**config.mk**
```make
export PLATFORM = sky130hd
export DESIGN_NAME = elevator_car_ctrl_flat
export DESIGN_NICKNAME = d
export VERILOG_FILES = /design/src/rtl/elevator_car_ctrl_if.sv /design/src/rtl/elevator_car_ctrl.sv /design/src/flat_wrapper.sv
export SDC_FILE = /design/constraint.sdc
export NUM_CORES = 1
export LEC_CHECK = 0
export ABC_AREA = 1
export BUFFER_PORTS_ARGS = -buffer_cell sky130_fd_sc_hd__buf_2
export CORE_MARGIN = 2
export CORE_UTILIZATION = 40
export CTS_BUF_LIST = sky130_fd_sc_hd__clkbuf_8
export DETAILED_ROUTE_END_ITERATION = 8
export MAX_ROUTING_LAYER = met4
export SLEW_MARGIN = 20
export SYNTH_ARGS = -nofsm -noshare
export SYNTH_HDL_FRONTEND = slang
export SYNTH_SLANG_ARGS = --single-unit
```
**constraint.sdc**
```tcl
create_clock -name clk -period 2.58 [get_ports clk]
set_input_delay 0.258 -clock clk [delete_from_list [all_inputs] [get_ports clk]]
set_output_delay 0.258 -clock clk [all_outputs]
set_load 0.01 [all_outputs]
```
**src/rtl/elevator_car_ctrl_if.sv**
```systemverilog
// Request/status bundle between the button-latch stage and the car controller.
//   master : latch stage  - drives latched request vectors, receives clear pulses and status
//   slave  : car controller - consumes request vectors, drives clear pulses and status
// Signals: active_in/out_up/out_down_levels (BW), current_floor (FW),
//          moving_up, moving_down, door_open, clear_in/up/down_levels (BW).
interface elevator_car_ctrl_if #(
  parameter int unsigned BUTTONS_WIDTH = 8
);
  localparam int unsigned FW = (BUTTONS_WIDTH > 1) ? $clog2(BUTTONS_WIDTH) : 1;

  logic [BUTTONS_WIDTH-1:0] active_in_levels;
  logic [BUTTONS_WIDTH-1:0] active_out_up_levels;
  logic [BUTTONS_WIDTH-1:0] active_out_down_levels;
  logic [FW-1:0]            current_floor;
  logic                     moving_up;
  logic                     moving_down;
  logic                     door_open;
  logic [BUTTONS_WIDTH-1:0] clear_in_levels;
  logic [BUTTONS_WIDTH-1:0] clear_up_levels;
  logic [BUTTONS_WIDTH-1:0] clear_down_levels;

  modport master (
    output active_in_levels, active_out_up_levels, active_out_down_levels,
    input  current_floor, moving_up, moving_down, door_open,
    input  clear_in_levels, clear_up_levels, clear_down_levels
  );

  modport slave (
    input  active_in_levels, active_out_up_levels, active_out_down_levels,
    output current_floor, moving_up, moving_down, door_open,
    output clear_in_levels, clear_up_levels, clear_down_levels
  );
endinterface

```
**src/rtl/elevator_car_ctrl.sv**
```systemverilog
// Collective (SCAN) elevator car controller fed by a button-latch stage.
// Keeps its travel direction while requests remain ahead, stops at eligible
// floors, opens the door and pulses per-floor clears back to the latch stage.
// Ports: clk, reset (sync, active-high), [emergency_stop], bus (slave modport:
//        request vectors in; floor/motion/door status and clear pulses out).
// Optional feature: define EMERGENCY_STOP_EN to add the emergency_stop input,
// which freezes travel, door timing and trip starts while high.
module elevator_car_ctrl #(
  parameter int unsigned BUTTONS_WIDTH = 8,
  parameter int unsigned TRAVEL_CYCLES = 16,
  parameter int unsigned DOOR_CYCLES   = 32
) (
  input logic clk,
  input logic reset,
`ifdef EMERGENCY_STOP_EN
  input logic emergency_stop,
`endif
  elevator_car_ctrl_if.slave bus
);
  localparam int unsigned BW = BUTTONS_WIDTH;
  localparam int unsigned FW = (BW > 1) ? $clog2(BW) : 1;
  localparam int unsigned TW = $clog2(TRAVEL_CYCLES + 1);
  localparam int unsigned DW = $clog2(DOOR_CYCLES + 1);
  localparam logic [FW-1:0] TOP    = FW'(BW - 1);
  localparam logic [TW-1:0] T_LAST = TW'(TRAVEL_CYCLES - 1);
  localparam logic [DW-1:0] D_LAST = DW'(DOOR_CYCLES - 1);

  typedef enum logic [1:0] {ST_IDLE, ST_MOVE_UP, ST_MOVE_DOWN, ST_DOOR_OPEN} state_t;
  typedef enum logic {DIR_UP, DIR_DOWN} dir_t;

  state_t          state_q, state_d;
  dir_t            dir_q, dir_d;
  logic [FW-1:0]   floor_q, floor_d;
  logic [TW-1:0]   tcnt_q, tcnt_d;
  logic [DW-1:0]   dcnt_q, dcnt_d;
  logic [BW-1:0]   clr_in_q, clr_up_q, clr_dn_q;
  logic [BW-1:0]   clr_in_d, clr_up_d, clr_dn_d;
  logic [BW-1:0]   clr_in_p_q, clr_up_p_q, clr_dn_p_q;
  logic [BW-1:0]   prev_in_q, prev_up_q, prev_dn_q;
  logic [BW-1:0]   prev_in_d, prev_up_d, prev_dn_d;
  logic            moving_up_q, moving_down_q, door_q;

  logic            stall;
`ifdef EMERGENCY_STOP_EN
  assign stall = emergency_stop;
`else
  assign stall = 1'b0;
`endif

  // Requests with bits hidden for the two cycles after we pulsed their clear
  logic [BW-1:0] in_e, up_e, dn_e, req_e;
  assign in_e  = bus.active_in_levels       & ~(clr_in_q | clr_in_p_q);
  assign up_e  = bus.active_out_up_levels   & ~(clr_up_q | clr_up_p_q);
  assign dn_e  = bus.active_out_down_levels & ~(clr_dn_q | clr_dn_p_q);
  assign req_e = in_e | up_e | dn_e;

  // Floor under evaluation: the arrival floor while moving, else the current one
  logic [FW-1:0] eval_floor;
  logic          eval_up;
  always_comb begin
    eval_floor = floor_q;
    eval_up    = (dir_q == DIR_UP);
    if (state_q == ST_MOVE_UP) begin
      eval_up    = 1'b1;
      eval_floor = (floor_q == TOP) ? floor_q : floor_q + FW'(1);
    end else if (state_q == ST_MOVE_DOWN) begin
      eval_up    = 1'b0;
      eval_floor = (floor_q == '0) ? floor_q : floor_q - FW'(1);
    end
  end

  // Service eligibility at eval_floor; hall calls against the direction wait
  // unless nothing lies further on that side
  logic          above, below, hit_in, hit_up, hit_dn, hit_any;
  logic          fresh_in, fresh_up, fresh_dn;
  logic [BW-1:0] onehot;
  assign above   = |((req_e >> eval_floor) >> 1);
  assign below   = |(req_e & ((BW'(1) << eval_floor) - BW'(1)));
  assign hit_in  = in_e[eval_floor];
  assign hit_up  = up_e[eval_floor] & (eval_up | ~below);
  assign hit_dn  = dn_e[eval_floor] & (~eval_up | ~above);
  assign hit_any = hit_in | hit_up | hit_dn;
  assign onehot  = BW'(1) << eval_floor;
  assign fresh_in = hit_in & ~prev_in_q[eval_floor];
  assign fresh_up = hit_up & ~prev_up_q[eval_floor];
  assign fresh_dn = hit_dn & ~prev_dn_q[eval_floor];

  // Next-state and registered-output decode
  logic stop_here;
  always_comb begin
    state_d   = state_q;
    dir_d     = dir_q;
    floor_d   = floor_q;
    tcnt_d    = tcnt_q;
    dcnt_d    = dcnt_q;
    clr_in_d  = '0;
    clr_up_d  = '0;
    clr_dn_d  = '0;
    stop_here = 1'b0;
    prev_in_d = stall ? prev_in_q : in_e;
    prev_up_d = stall ? prev_up_q : up_e;
    prev_dn_d = stall ? prev_dn_q : dn_e;
    if (!stall) begin
      case (state_q)
        ST_IDLE: begin
          if (hit_any) begin
            stop_here = 1'b1;
          end else if (eval_up ? above : below) begin
            state_d = eval_up ? ST_MOVE_UP : ST_MOVE_DOWN;
            tcnt_d  = '0;
          end else if (eval_up ? below : above) begin
            state_d = eval_up ? ST_MOVE_DOWN : ST_MOVE_UP;
            dir_d   = eval_up ? DIR_DOWN : DIR_UP;
            tcnt_d  = '0;
          end
        end
        ST_MOVE_UP, ST_MOVE_DOWN: begin
          if (tcnt_q == T_LAST) begin
            tcnt_d  = '0;
            floor_d = eval_floor;
            if (hit_any) begin
              stop_here = 1'b1;
            end else if (!(eval_up ? above : below)) begin
              state_d = ST_IDLE;
            end
          end else begin
            tcnt_d = tcnt_q + TW'(1);
          end
        end
        ST_DOOR_OPEN: begin
          // A fresh press at this floor is served in place and holds the door
          if (fresh_in | fresh_up | fresh_dn) begin
            dcnt_d   = '0;
            clr_in_d = fresh_in ? onehot : '0;
            clr_up_d = fresh_up ? onehot : '0;
            clr_dn_d = fresh_dn ? onehot : '0;
          end else if (dcnt_q == D_LAST) begin
            state_d = ST_IDLE;
          end else begin
            dcnt_d = dcnt_q + DW'(1);
          end
        end
        default: state_d = ST_IDLE;
      endcase
      if (stop_here) begin
        state_d  = ST_DOOR_OPEN;
        dcnt_d   = '0;
        clr_in_d = hit_in ? onehot : '0;
        clr_up_d = hit_up ? onehot : '0;
        clr_dn_d = hit_dn ? onehot : '0;
      end
    end
  end

  // State and output registers
  always_ff @(posedge clk) begin
    if (reset) begin
      state_q       <= ST_IDLE;
      dir_q         <= DIR_UP;
      floor_q       <= '0;
      tcnt_q        <= '0;
      dcnt_q        <= '0;
      clr_in_q      <= '0;
      clr_up_q      <= '0;
      clr_dn_q      <= '0;
      clr_in_p_q    <= '0;
      clr_up_p_q    <= '0;
      clr_dn_p_q    <= '0;
      prev_in_q     <= '0;
      prev_up_q     <= '0;
      prev_dn_q     <= '0;
      moving_up_q   <= 1'b0;
      moving_down_q <= 1'b0;
      door_q        <= 1'b0;
    end else begin
      state_q       <= state_d;
      dir_q         <= dir_d;
      floor_q       <= floor_d;
      tcnt_q        <= tcnt_d;
      dcnt_q        <= dcnt_d;
      clr_in_q      <= clr_in_d;
      clr_up_q      <= clr_up_d;
      clr_dn_q      <= clr_dn_d;
      clr_in_p_q    <= clr_in_q;
      clr_up_p_q    <= clr_up_q;
      clr_dn_p_q    <= clr_dn_q;
      prev_in_q     <= prev_in_d;
      prev_up_q     <= prev_up_d;
      prev_dn_q     <= prev_dn_d;
      moving_up_q   <= (state_d == ST_MOVE_UP);
      moving_down_q <= (state_d == ST_MOVE_DOWN);
      door_q        <= (state_d == ST_DOOR_OPEN);
    end
  end

  assign bus.current_floor     = floor_q;
  assign bus.moving_up         = moving_up_q;
  assign bus.moving_down       = moving_down_q;
  assign bus.door_open         = door_q;
  assign bus.clear_in_levels   = clr_in_q;
  assign bus.clear_up_levels   = clr_up_q;
  assign bus.clear_down_levels = clr_dn_q;
endmodule

```
**src/flat_wrapper.sv**
```systemverilog
// flat-port wrapper written by rule: the top's interface ports become plain ports
module elevator_car_ctrl_flat 
#(
  parameter int unsigned BUTTONS_WIDTH = 8,
  parameter int unsigned TRAVEL_CYCLES = 16,
  parameter int unsigned DOOR_CYCLES   = 32
)
  (clk, reset, bus_active_in_levels, bus_active_out_up_levels, bus_active_out_down_levels, bus_current_floor, bus_moving_up, bus_moving_down, bus_door_open, bus_clear_in_levels, bus_clear_up_levels, bus_clear_down_levels);
  elevator_car_ctrl_if #(.BUTTONS_WIDTH(BUTTONS_WIDTH)) bus_i ();
  input logic clk;
  input logic reset;
  input wire logic [$bits(bus_i.active_in_levels)-1:0] bus_active_in_levels;
  input wire logic [$bits(bus_i.active_out_up_levels)-1:0] bus_active_out_up_levels;
  input wire logic [$bits(bus_i.active_out_down_levels)-1:0] bus_active_out_down_levels;
  output wire logic [$bits(bus_i.current_floor)-1:0] bus_current_floor;
  output wire logic [$bits(bus_i.moving_up)-1:0] bus_moving_up;
  output wire logic [$bits(bus_i.moving_down)-1:0] bus_moving_down;
  output wire logic [$bits(bus_i.door_open)-1:0] bus_door_open;
  output wire logic [$bits(bus_i.clear_in_levels)-1:0] bus_clear_in_levels;
  output wire logic [$bits(bus_i.clear_up_levels)-1:0] bus_clear_up_levels;
  output wire logic [$bits(bus_i.clear_down_levels)-1:0] bus_clear_down_levels;
  assign bus_i.active_in_levels = bus_active_in_levels;
  assign bus_i.active_out_up_levels = bus_active_out_up_levels;
  assign bus_i.active_out_down_levels = bus_active_out_down_levels;
  assign bus_current_floor = bus_i.current_floor;
  assign bus_moving_up = bus_i.moving_up;
  assign bus_moving_down = bus_i.moving_down;
  assign bus_door_open = bus_i.door_open;
  assign bus_clear_in_levels = bus_i.clear_in_levels;
  assign bus_clear_up_levels = bus_i.clear_up_levels;
  assign bus_clear_down_levels = bus_i.clear_down_levels;
  elevator_car_ctrl #(.BUTTONS_WIDTH(BUTTONS_WIDTH), .TRAVEL_CYCLES(TRAVEL_CYCLES), .DOOR_CYCLES(DOOR_CYCLES)) u_core (.clk(clk), .reset(reset), .bus(bus_i));
endmodule
```
==> results_dict.tcl <==
set metrics [dict create \
    status "finished with violations" \
    failed_checks "negative setup slack" \
    die-height_um 109 \
    synth_top_cells_by_count "nand2_1 (175), nor2_1 (116), dfxtp_1 (92), inv_1 (78), nand3_1 (39)" \
    grt.total_usage 0.244 \
    std_cell_rows 38 \
    period_minus_slack_ns 2.69 \
    area_delta_synth_final_pct 43.6 \
    final.setup.tns_ns -1.11 \
    io-pin-count 56 \
    async_flop_share 0 \
    finalInstanceArea_mm2 0.00635 \
    drcViolationCount 0 \
    cts_root_buf "clkbuf_8" \
    arrival_ns 3.02 \
    core_area_mm2 0.0108 \
    setup_violations 17 \
    seq_area_mm2 0.00186 \
    die-area_mm2 0.0119 \
    clk_pin_slew_ns 0.09 \
    yosysUniqueCellTypes 37 \
    hold_violations 0 \
    fillerInstances 1027 \
    cellPowerDensity_mw_per_mm2 1050 \
    finalPower_mw 6.66 \
    io_buffers 55 \
    synthesis.area_mm2 0.00443 \
    hold_buffers 0 \
    die_x_um 109 \
    yosysTopAreaCell "dfxtp_1" \
    ys_ff_latch 92 \
    cts.sinks 92 \
    wirelength_um 13700 \
    dp_slack_ns -0.381 \
    synth_area_leaders "dfxtp_1 (42%), nand2_1 (15%), nor2_1 (9.8%)" \
    maxSlewViolCount 0 \
    routabilityCongestion 0.903 \
    dr_total_vias 4544 \
    p_leak_nw 2.98 \
    vdd_ir_drop_max_v 0.000656 \
    cts_max_path_buffers 2 \
    grt.overflow.total 0 \
    synth.most_common_cell "nand2_1" \
    syn_area_per_cell_um2 6.78 \
    cts_buffers 9 \
    ys_seq_area_frac 0.416 \
    drtIter0Drc 228 \
    h-tree-depth 3 \
    critPathMaxFanout 8 \
    grt_pass1_vias 4399 \
    synth_edf_count 0 \
    postPlaceCellArea_mm2 0.00532 \
    grt_setup_unrepaired "true" \
    clk_latency_ns 0.39 \
    maxCapViolations 0 \
    multi_input_area_mm2 0.00266 \
    num-nets-final 833 \
    n_antenna_cell 0 \
    cts_tree "yes" \
    tightest_slew_ns 0.676 \
    yosysWarnings 0 \
    hold_class "input pin to flop" \
    syn_inst 653 \
    fin_crit_sh 1.04 \
    antenna_found_initial 0 \
    synthDominantCellAreaShare 0.416 \
    synth_top_flop_cell "dfxtp_1" \
    end_kind "flop" \
    syn-num-nets 689 \
    path_class "flop to flop" \
    antenna_left 0 \
    wl_per_cell_um 14.6 \
    via_per_inst 4.82 \
    drive_above_1_share 0.379 \
    cp-start-kind "flop" \
    max_freq_mhz 372 \
    relSlewSlack 0.549 \
    grt_pass1_wl_um 21200 \
    start_util 0.408 \
    skew_ns 0.00994 \
    setup_slack_ns -0.109 \
    grt_max_degree 59 \
    firstDrtPassIters 5 \
    cp.required_ns 2.91 \
    dpl.hpwl_um 9970 \
]
==> cell type report <==
type / count / share of cell area
Clock inverter: 5 / 0.00827
Sequential cell: 92 / 0.292
Clock buffer: 11 / 0.0238
Inverter: 91 / 0.0597
Timing Repair Buffer: 149 / 0.171
Multi-Input combinational cell: 454 / 0.418
Tap cell: 140 / 0.0276
==> layout by cell type (no fill, tap or decap), types with 2 or more instances in the layout <==
| cell | count |
|---|---|
| buf_6 | 12 |
| xnor2_1 | 2 |
| nor2_2 | 4 |
| buf_12 | 4 |
| a21oi_4 | 2 |
| dfxtp_1 | 87 |
| buf_2 | 55 |
| ha_4 | 5 |
| nand2_2 | 27 |
| nor3_1 | 14 |
| o21ai_2 | 4 |
| o21ai_4 | 4 |
| inv_1 | 69 |
| nand4_1 | 9 |
| ha_1 | 5 |
| inv_2 | 12 |
| nand3_2 | 16 |
| o21ai_1 | 8 |
| nor2_4 | 7 |
| o21ai_0 | 8 |
| a21oi_2 | 12 |
| nand3_4 | 4 |
| nand2_4 | 20 |
| nand3_1 | 22 |
| dfxtp_4 | 4 |
| nor2_1 | 108 |
| clkbuf_8 | 11 |
| inv_4 | 8 |
| nand2_1 | 144 |
| buf_4 | 77 |
| a22oi_2 | 2 |
| a21oi_1 | 17 |
| clkinvlp_4 | 2 |
==> logic make-up after synthesis <==
family	Yosys count	share of synthesized area
AND/OR/NAND/NOR	379	0.367
buffers and inverters	107	0.101
flip-flops	92	0.416
AO/OA/AOI/OAI	62	0.0814
adder cells (fa/ha/maj)	10	0.0283
XOR/XNOR	3	0.00594
==> metrics by stage <==
stage               hold WS [ns]  utilization  std cells
detailed placement         0.408        0.490        903
global route               0.113        0.586        942
finish                     0.124        0.586        942
CTS                        0.109        0.548        932
global placement           0.405        0.490        903
floorplan                  0.397            -        653
==> where the power goes <==
part / switching [mW] / leakage (nW) / internal [mW]
clock network: 0.521 / 0.104 / 0.494
logic: 2.26 / 2.12 / 1.76
registers: 0.0749 / 0.753 / 1.55
==> what timing repair did <==
action	CTS	global route
pin swaps	35	46
setup endpoints to repair	36	36
gates resized for setup	80	95
hold endpoints to repair	0	0
buffers inserted	14	11
==> per-layer routing <==
metal / vias up / GRT usage / part of all wire
met4: 0 / 0.103 / 0.035
met1: 2074 / 0.274 / 0.42
met2: 119 / 0.414 / 0.49
met5: - / - / 0
li1: 2311 / - / -
met3: 40 / 0.0586 / 0.052
==> critical path, cell delays in order, from the launching register on <==
cell     delay, ns
dfxtp_4       0.37
inv_4         0.06
ha_4          0.20
nand2_4       0.08
nand3_2       0.09
nand3_2       0.10
nand2_4       0.16
buf_6         0.13
nor2_4        0.04
buf_12        0.13
buf_4         0.14
a22oi_2       0.18
nand3_1       0.11
nand2_2       0.10
nand2_2       0.08
nand4_1       0.11
nand2_2       0.12
nand2_2       0.11
nand2_2       0.05
nand2_2       0.06
nand2_2       0.07
nor2_2        0.12
==> registers in the layout (all words and copies together), names as in the netlist, 6 cells and up <==
name and count:
u_core.bus.clear_down_levels 8, u_core.bus.clear_in_levels 8, u_core.bus.clear_up_levels 8, u_core.clr_dn_p_q 8
u_core.clr_in_p_q 8, u_core.clr_up_p_q 8, u_core.prev_dn_q 8, u_core.prev_in_q 8
u_core.prev_up_q 8, u_core.dcnt_q 6
==> path summary, 6_finish.rpt <==
kind                            from                   end  slack (ns)  cells past startpoint
min reg2reg     u_core.clr_in_p_q[3]   u_core.prev_in_q[3]        0.42                      1
min          bus_active_in_levels[3]   u_core.prev_in_q[3]        0.12                      3
max reg2reg        u_core.state_q[0]  u_core.bus.door_open       -0.11                     21
max                u_core.state_q[0]  u_core.bus.door_open       -0.11                     21
Note: power is estimated with default switching activity, not from simulation.
